===== config.mk =====
export PLATFORM = sky130hd
export DESIGN_NAME = spi_slave_interface
export DESIGN_NICKNAME = d
export VERILOG_FILES = /design/src/rtl/spi_slave_interface.sv
export SDC_FILE = /design/constraint.sdc
export NUM_CORES = 1
export LEC_CHECK = 0
export ABC_AREA = 0
export CAP_MARGIN = 20
export CORE_ASPECT_RATIO = 1.2
export CORE_MARGIN = 4
export CORE_UTILIZATION = 40
export CTS_BUF_LIST = sky130_fd_sc_hd__clkbuf_4 sky130_fd_sc_hd__clkbuf_8
export DETAILED_ROUTE_END_ITERATION = 10
export SYNTH_ARGS = -nofsm -noshare
export SYNTH_HDL_FRONTEND = slang
export SYNTH_SLANG_ARGS = --single-unit
export TNS_END_PERCENT = 10

===== constraint.sdc =====
create_clock -name clk -period 5.55 [get_ports clk]
set_input_delay 1.11 -clock clk [delete_from_list [all_inputs] [get_ports clk]]
set_output_delay 1.11 -clock clk [all_outputs]
set_load 0.005 [all_outputs]

===== src/rtl/spi_slave_interface.sv =====
// SPI mode-0 slave, MSB first, 8-bit frames, oversampled by the system clock.
// Bridges an external SPI master to a byte-wide host (data_in/new_byte, data_out/send_complete).
module spi_slave_interface (
  input  logic       clk,
  input  logic       reset,
  input  logic       s_clk,
  input  logic       slave_sel,
  input  logic       mosi,
  input  logic       new_byte,
  input  logic [7:0] data_in,
  output logic       miso,
  output logic       send_complete,
  output logic [7:0] data_out
);

  typedef enum logic {IDLE, ACTIVE} state_t;

  state_t     state, state_next;
  logic [2:0] sclk_sync;   // [0],[1] synchroniser, [2] previous value for edge detect
  logic [1:0] sel_sync;
  logic [1:0] mosi_sync;
  logic [2:0] bit_cnt;
  logic [7:0] rx_shift;
  logic [7:0] tx_shift;
  logic [7:0] tx_hold;
  logic       pending;

  logic sclk_rise, sclk_fall, sel_low, frame_start, frame_abort, active, tx_load;

  assign sclk_rise   = sclk_sync[1] & ~sclk_sync[2];
  assign sclk_fall   = ~sclk_sync[1] & sclk_sync[2];
  assign sel_low     = ~sel_sync[1];
  assign frame_start = (state == IDLE) && sel_low;
  assign frame_abort = (state == ACTIVE) && !sel_low;
  assign active      = (state == ACTIVE) && sel_low;
  // A fall with bit_cnt==0 while active means a byte just finished: preload the next one.
  assign tx_load     = frame_start || (active && sclk_fall && (bit_cnt == 3'd0));

  // NOTE: sequential state uses non-blocking assignments so every flop samples pre-edge values.
  always_ff @(posedge clk or posedge reset) begin
    if (reset) begin
      sclk_sync <= 3'b000;
      sel_sync  <= 2'b11;   // come out of reset deselected
      mosi_sync <= 2'b00;
    end else begin
      sclk_sync <= {sclk_sync[1:0], s_clk};
      sel_sync  <= {sel_sync[0], slave_sel};
      mosi_sync <= {mosi_sync[0], mosi};
    end
  end

  always_ff @(posedge clk or posedge reset) begin
    if (reset) state <= IDLE;
    else       state <= state_next;
  end

  // NOTE: every combinational output gets a default first so no latch is inferred.
  always_comb begin
    state_next = state;
    case (state)
      IDLE:    if (sel_low)  state_next = ACTIVE;
      ACTIVE:  if (!sel_low) state_next = IDLE;
      default: state_next = IDLE;
    endcase
  end

  always_comb begin
    miso = 1'b0;
    if (state == ACTIVE) miso = tx_shift[7];
  end

  // NOTE: the shift/holding registers are plain flops, so they are reset along with the control state.
  always_ff @(posedge clk or posedge reset) begin
    if (reset) begin
      tx_shift <= 8'h00;
      tx_hold  <= 8'h00;
      pending  <= 1'b0;
    end else if (tx_load) begin
      if (new_byte)     tx_shift <= data_in;
      else if (pending) tx_shift <= tx_hold;
      else              tx_shift <= 8'h00;
      pending <= 1'b0;
    end else begin
      if (new_byte) begin
        tx_hold <= data_in;
        pending <= 1'b1;
      end
      if (active && sclk_fall) tx_shift <= {tx_shift[6:0], 1'b0};
    end
  end

  always_ff @(posedge clk or posedge reset) begin
    if (reset) begin
      bit_cnt       <= 3'd0;
      rx_shift      <= 8'h00;
      data_out      <= 8'h00;
      send_complete <= 1'b0;
    end else begin
      send_complete <= 1'b0;
      if (frame_start || frame_abort) begin
        bit_cnt <= 3'd0;
      end else if (active && sclk_rise) begin
        rx_shift <= {rx_shift[6:0], mosi_sync[1]};
        bit_cnt  <= bit_cnt + 3'd1;
        if (bit_cnt == 3'd7) begin
          data_out      <= {rx_shift[6:0], mosi_sync[1]};
          send_complete <= 1'b1;
        end
      end
    end
  end

endmodule


-- Yosys cells after proc, flatten, opt, wreduce, memory -nomap -nowiden
Cells that the tools add are included.
- bits in registers: 44
- bits of input ports: 14
- output and inout bits: 10
- word-level logic and storage cells: 49
- $add $sub $neg: 1
- equality and inequality tests: 1
- mux-type cells: 13
- bitwise operators: 8
- reduce and logical (&&, ||, !) cells: 15
- operators with widths (kind ; number):
    $mux 8 ; 4
    $mux 1 ; 7
    $logic_and 1x1->1 ; 6
    $mux 3 ; 2
    $not 1->1 ; 6
    $reduce_bool 2->1 ; 3
    $reduce_and 2->1 ; 2
    $add 3x1->3 const B ; 1
    $eq 3x3->1 const B ; 1
    $logic_not 3->1 ; 1
    $reduce_and 3->1 ; 1
    $and 1x1->1 ; 2
    $logic_or 1x1->1 ; 2

-- Longest topological paths before layout
- depth after elaboration: 7
- gate-level depth with buffers: 6
- mapped depth without buffers: 5

-- Least setup slack after synthesis
OpenSTA, ideal clock, no wires.
- path kind: in2reg
- start: input new_byte
- end: register tx_shift[1]
- setup time: 0.135 ns
- arrival: 1.795 ns
- data required time: 5.415 ns
- path slack: 3.621 ns
- stages on the path: 4
- path buffers: 1
- cell sequence: buf_2 mux2_2 o211ai_1 a31oi_1
- longest elaborated chain between the ends: 2
- ends and longest elaborated chain (item ; RTL line ; source):
    from (decl) ; 9 ; input logic new_byte,
    $mux 8 ; 79 ; if (new_byte) tx_shift <= data_in;
    $mux 8 ; 78 ; end else if (tx_load) begin
    to (signal assigned) ; 79 ;
    to (signal assigned) ; 80 ; else if (pending) tx_shift <= tx_hold;
    to (signal assigned) ; 88 ; if (active && sclk_fall) tx_shift <= {tx_shift[6:0], 1'b0};
    to (decl) ; 24 ; logic [7:0] tx_shift;
No other way between the ends.
A chain may end at the register's enable or synchronous reset.

-- Final worst setup path
- start: register state
- end: output miso
- longest elaborated chain between the ends: 1
- ends and longest elaborated chain (item ; RTL line ; source):
    from (decl) ; 18 ; state_t state, state_next;
    from (signal assigned) ; 54 ; else state <= state_next;
    $mux 1 ; 69 ; if (state == ACTIVE) miso = tx_shift[7];
    to (decl) ; 11 ; output logic miso,
No other way between the ends.

==> flow_metrics.tcl <==
set metrics [dict create \
    outcome "completed" \
    gp_congestion 0.758 \
    cts_made_buffers 5 \
    p_per_area_nw_per_um2 289 \
    synth-edff-count 0 \
    drtPass1Iterations 4 \
    netlist_top_cells_area "dfrtp_1 (54%), mux2_2 (13%), mux2_4 (6.1%)" \
    ant_nets 0 \
    hold_viol_final 0 \
    netlist_instances 145 \
    internal_power_uw 510 \
    rows 27 \
    layout_commonest_cell "dfrtp_1" \
    power_frac_seq 0.553 \
    cts_tree "done" \
    cp.arrival_ns 1.30 \
    die_w_um 71.8 \
    critPathCaptureType "output pin" \
    clk_pin_slew_worst_paths_ns 0.08 \
    ys_warn_count 0 \
    port_buffers 23 \
    fin_tns_setup_ns 0 \
    combPwrFrac 0.125 \
    cts_setup_buffers 0 \
    critPathMaxStageDelay_ns 0.50 \
    finalCritPeriodShare 0.435 \
    dp_hpwl_um 2450 \
    pin_count 24 \
    initialDrtViolationCount 57 \
    startpoint_type "flip-flop" \
    synthDistinctLibCells 27 \
    power_leakage_uw 0.00106 \
    switchingPower_uw 160 \
    slew_violations 0 \
    drt_wl_total_um 3440 \
    fillers 428 \
    dieHeight_um 84.6 \
    fmax_ghz 0.414 \
    critical_path_class "flip-flop to output pin" \
    syn_nets 164 \
    crit_path_max_fanout 3 \
    crit_chain "and2_1, clkdlybuf4s50_1" \
    die_area_um2 6080 \
    routed_via_density 5.11 \
    hold_buffers 0 \
    globalRoute.totalOverflow 0 \
    htree_levels 2 \
    cts_max_path_buffers 2 \
    rsz0062_at_grt "no" \
    syn_to_final_growth_pct 18.7 \
    switching_share 0.239 \
    fin_crit_ns 2.41 \
    mostFrequentLayoutCells "dfrtp_1 (42), mux2_2 (23), clkdlybuf4s50_1 (23)" \
    grt_pass1_vias 1316 \
    holdWs_ns 0.352 \
    ff_latch_area_um2 1100 \
    maxSlewHeadroom 0.632 \
    async_flop_share 1.00 \
    crit_required_ns 4.44 \
    post_drt_wl_per_cell_um 15.2 \
    p_total_uw 670 \
    multi_input_area_um2 781 \
    synth_ff_type "dfrtp_1" \
    clkPwrFrac 0.322 \
    synth_area_um2 1960 \
    maxCapViolCount 0 \
    nets 187 \
    cts_resized 0 \
    grt_max_degree 45 \
    synth_area_per_cell_um2 13.5 \
    yosys.area.top_type "dfrtp_1" \
    hold_class "flip-flop to flip-flop" \
    grt_pass1_wl_um 6200 \
    fp.coreArea_um2 4660 \
    drc 0 \
    clock-sinks 44 \
    place_ws_ns 2.86 \
    setup_viol 0 \
    drive_gt1_frac 0.272 \
    worstMarginPinSlew_ns 0.551 \
    clk-insertion-delay-late_ns 0.29 \
    root_buffer "clkbuf_8" \
    setup_ws_ns 3.14 \
    grt_use_total 0.129 \
    start_util 0.419 \
    vdd_ir_drop_max_uv 239 \
    synth-seq-cells 44 \
    yosysSeqAreaShare 0.564 \
    skew_ns 0.00510 \
    via_count 1160 \
    cp_slowest_cell "clkdlybuf4s50_1" \
    diodes 0 \
    antenna_found_initial 0 \
    yosysTopAreaCellShare 0.537 \
]
## power by group through the flow
stage | clock [µW] | sequential, µW | combinational, µW
after global placement | 0 | 375 | 81.2
after floorplan | 0 | 371 | 61.9
final | 216 | 371 | 83.7
after detailed placement | 0 | 377 | 84.8
after global routing | 240 | 375 | 94.0
after CTS | 223 | 371 | 85.2
## layer usage
layer / part of all wire / global-route usage / wire length, µm
met1: 0.44 / 0.161 / 1510
met2: 0.49 / 0.200 / 1690
met3: 0.056 / 0.0503 / 192
met4: 0.013 / 0.0479 / 46
met5: 0 / 0 / 0
## cells by family (layout without fill, tap and decap cells)
group	Yosys count	after routing	share of synthesized area
AO/OA/AOI/OAI	17	17	0.0646
XOR/XNOR	1	1	0.00448
adder cells (fa/ha/maj)	5	5	0.0320
buffers and inverters	16	40	0.0365
flip-flops	44	44	0.564
multiplexers	33	33	0.204
AND/OR/NAND/NOR	29	29	0.0941
## path summary, 6_finish.rpt
kind	start	endpoint	slack (ns)	depth (start not counted)
worst max register to register	sel_sync[1]	data_out[5]	3.45	5
worst min register to register	mosi_sync[0]	mosi_sync[1]	0.35	0
max in group asynchronous	reset	sel_sync[1]	3.93	3
worst min-delay path	mosi_sync[0]	mosi_sync[1]	0.35	0
min in group asynchronous	reset	tx_shift[1]	1.25	3
worst max-delay path	state	miso	3.14	2
## sequential cells by signal, summed over array words and instances (netlist names)
signal and cells:
sclk_sync 3, pending 1, bit_cnt 3, mosi_sync 2, state 1, sel_sync 2
tx_shift 8, rx_shift 7, send_complete 1, data_out 8, tx_hold 8
## through the flow
| stage | util | cells | instance area (µm²) |
|---|---|---|---|
| after floorplan | - | 145 | 1960 |
| after global placement | 0.477 | 219 | 2220 |
| after detailed placement | 0.477 | 219 | 2220 |
| after CTS | 0.498 | 227 | 2320 |
| after global routing | 0.498 | 227 | 2320 |
| final | 0.498 | 227 | 2320 |
## area by class of cell
class / count / share of cell area
Clock buffer: 8 / 0.0420
Inverter: 8 / 0.0129
Multi-Input combinational cell: 85 / 0.336
Sequential cell: 44 / 0.475
Tap cell: 58 / 0.0312
Timing Repair Buffer: 24 / 0.102
## critical path, delay by kind of cell, from the launching register on
| kind | cells | cell delay, ns |
|---|---|---|
| buf+inv | 1 | 0.50 |
| flops | 1 | 0.37 |
| simple gates | 1 | 0.15 |
## Yosys cell counts, types with 2 or more instances
library cell and n:
nor3_1 7, mux2_2 23, ha_1 5, o211ai_1 7
inv_1 8, a31oi_1 7, dfstp_2 2, nand3b_1 3
nand3_1 7, buf_2 3, mux2i_1 2, clkbuf_1 4
and2_1 2, dfrtp_1 42, mux2_4 8, nor2b_1 3
nand2_1 2
No activity file was read; power rests on OpenSTA's default activity.
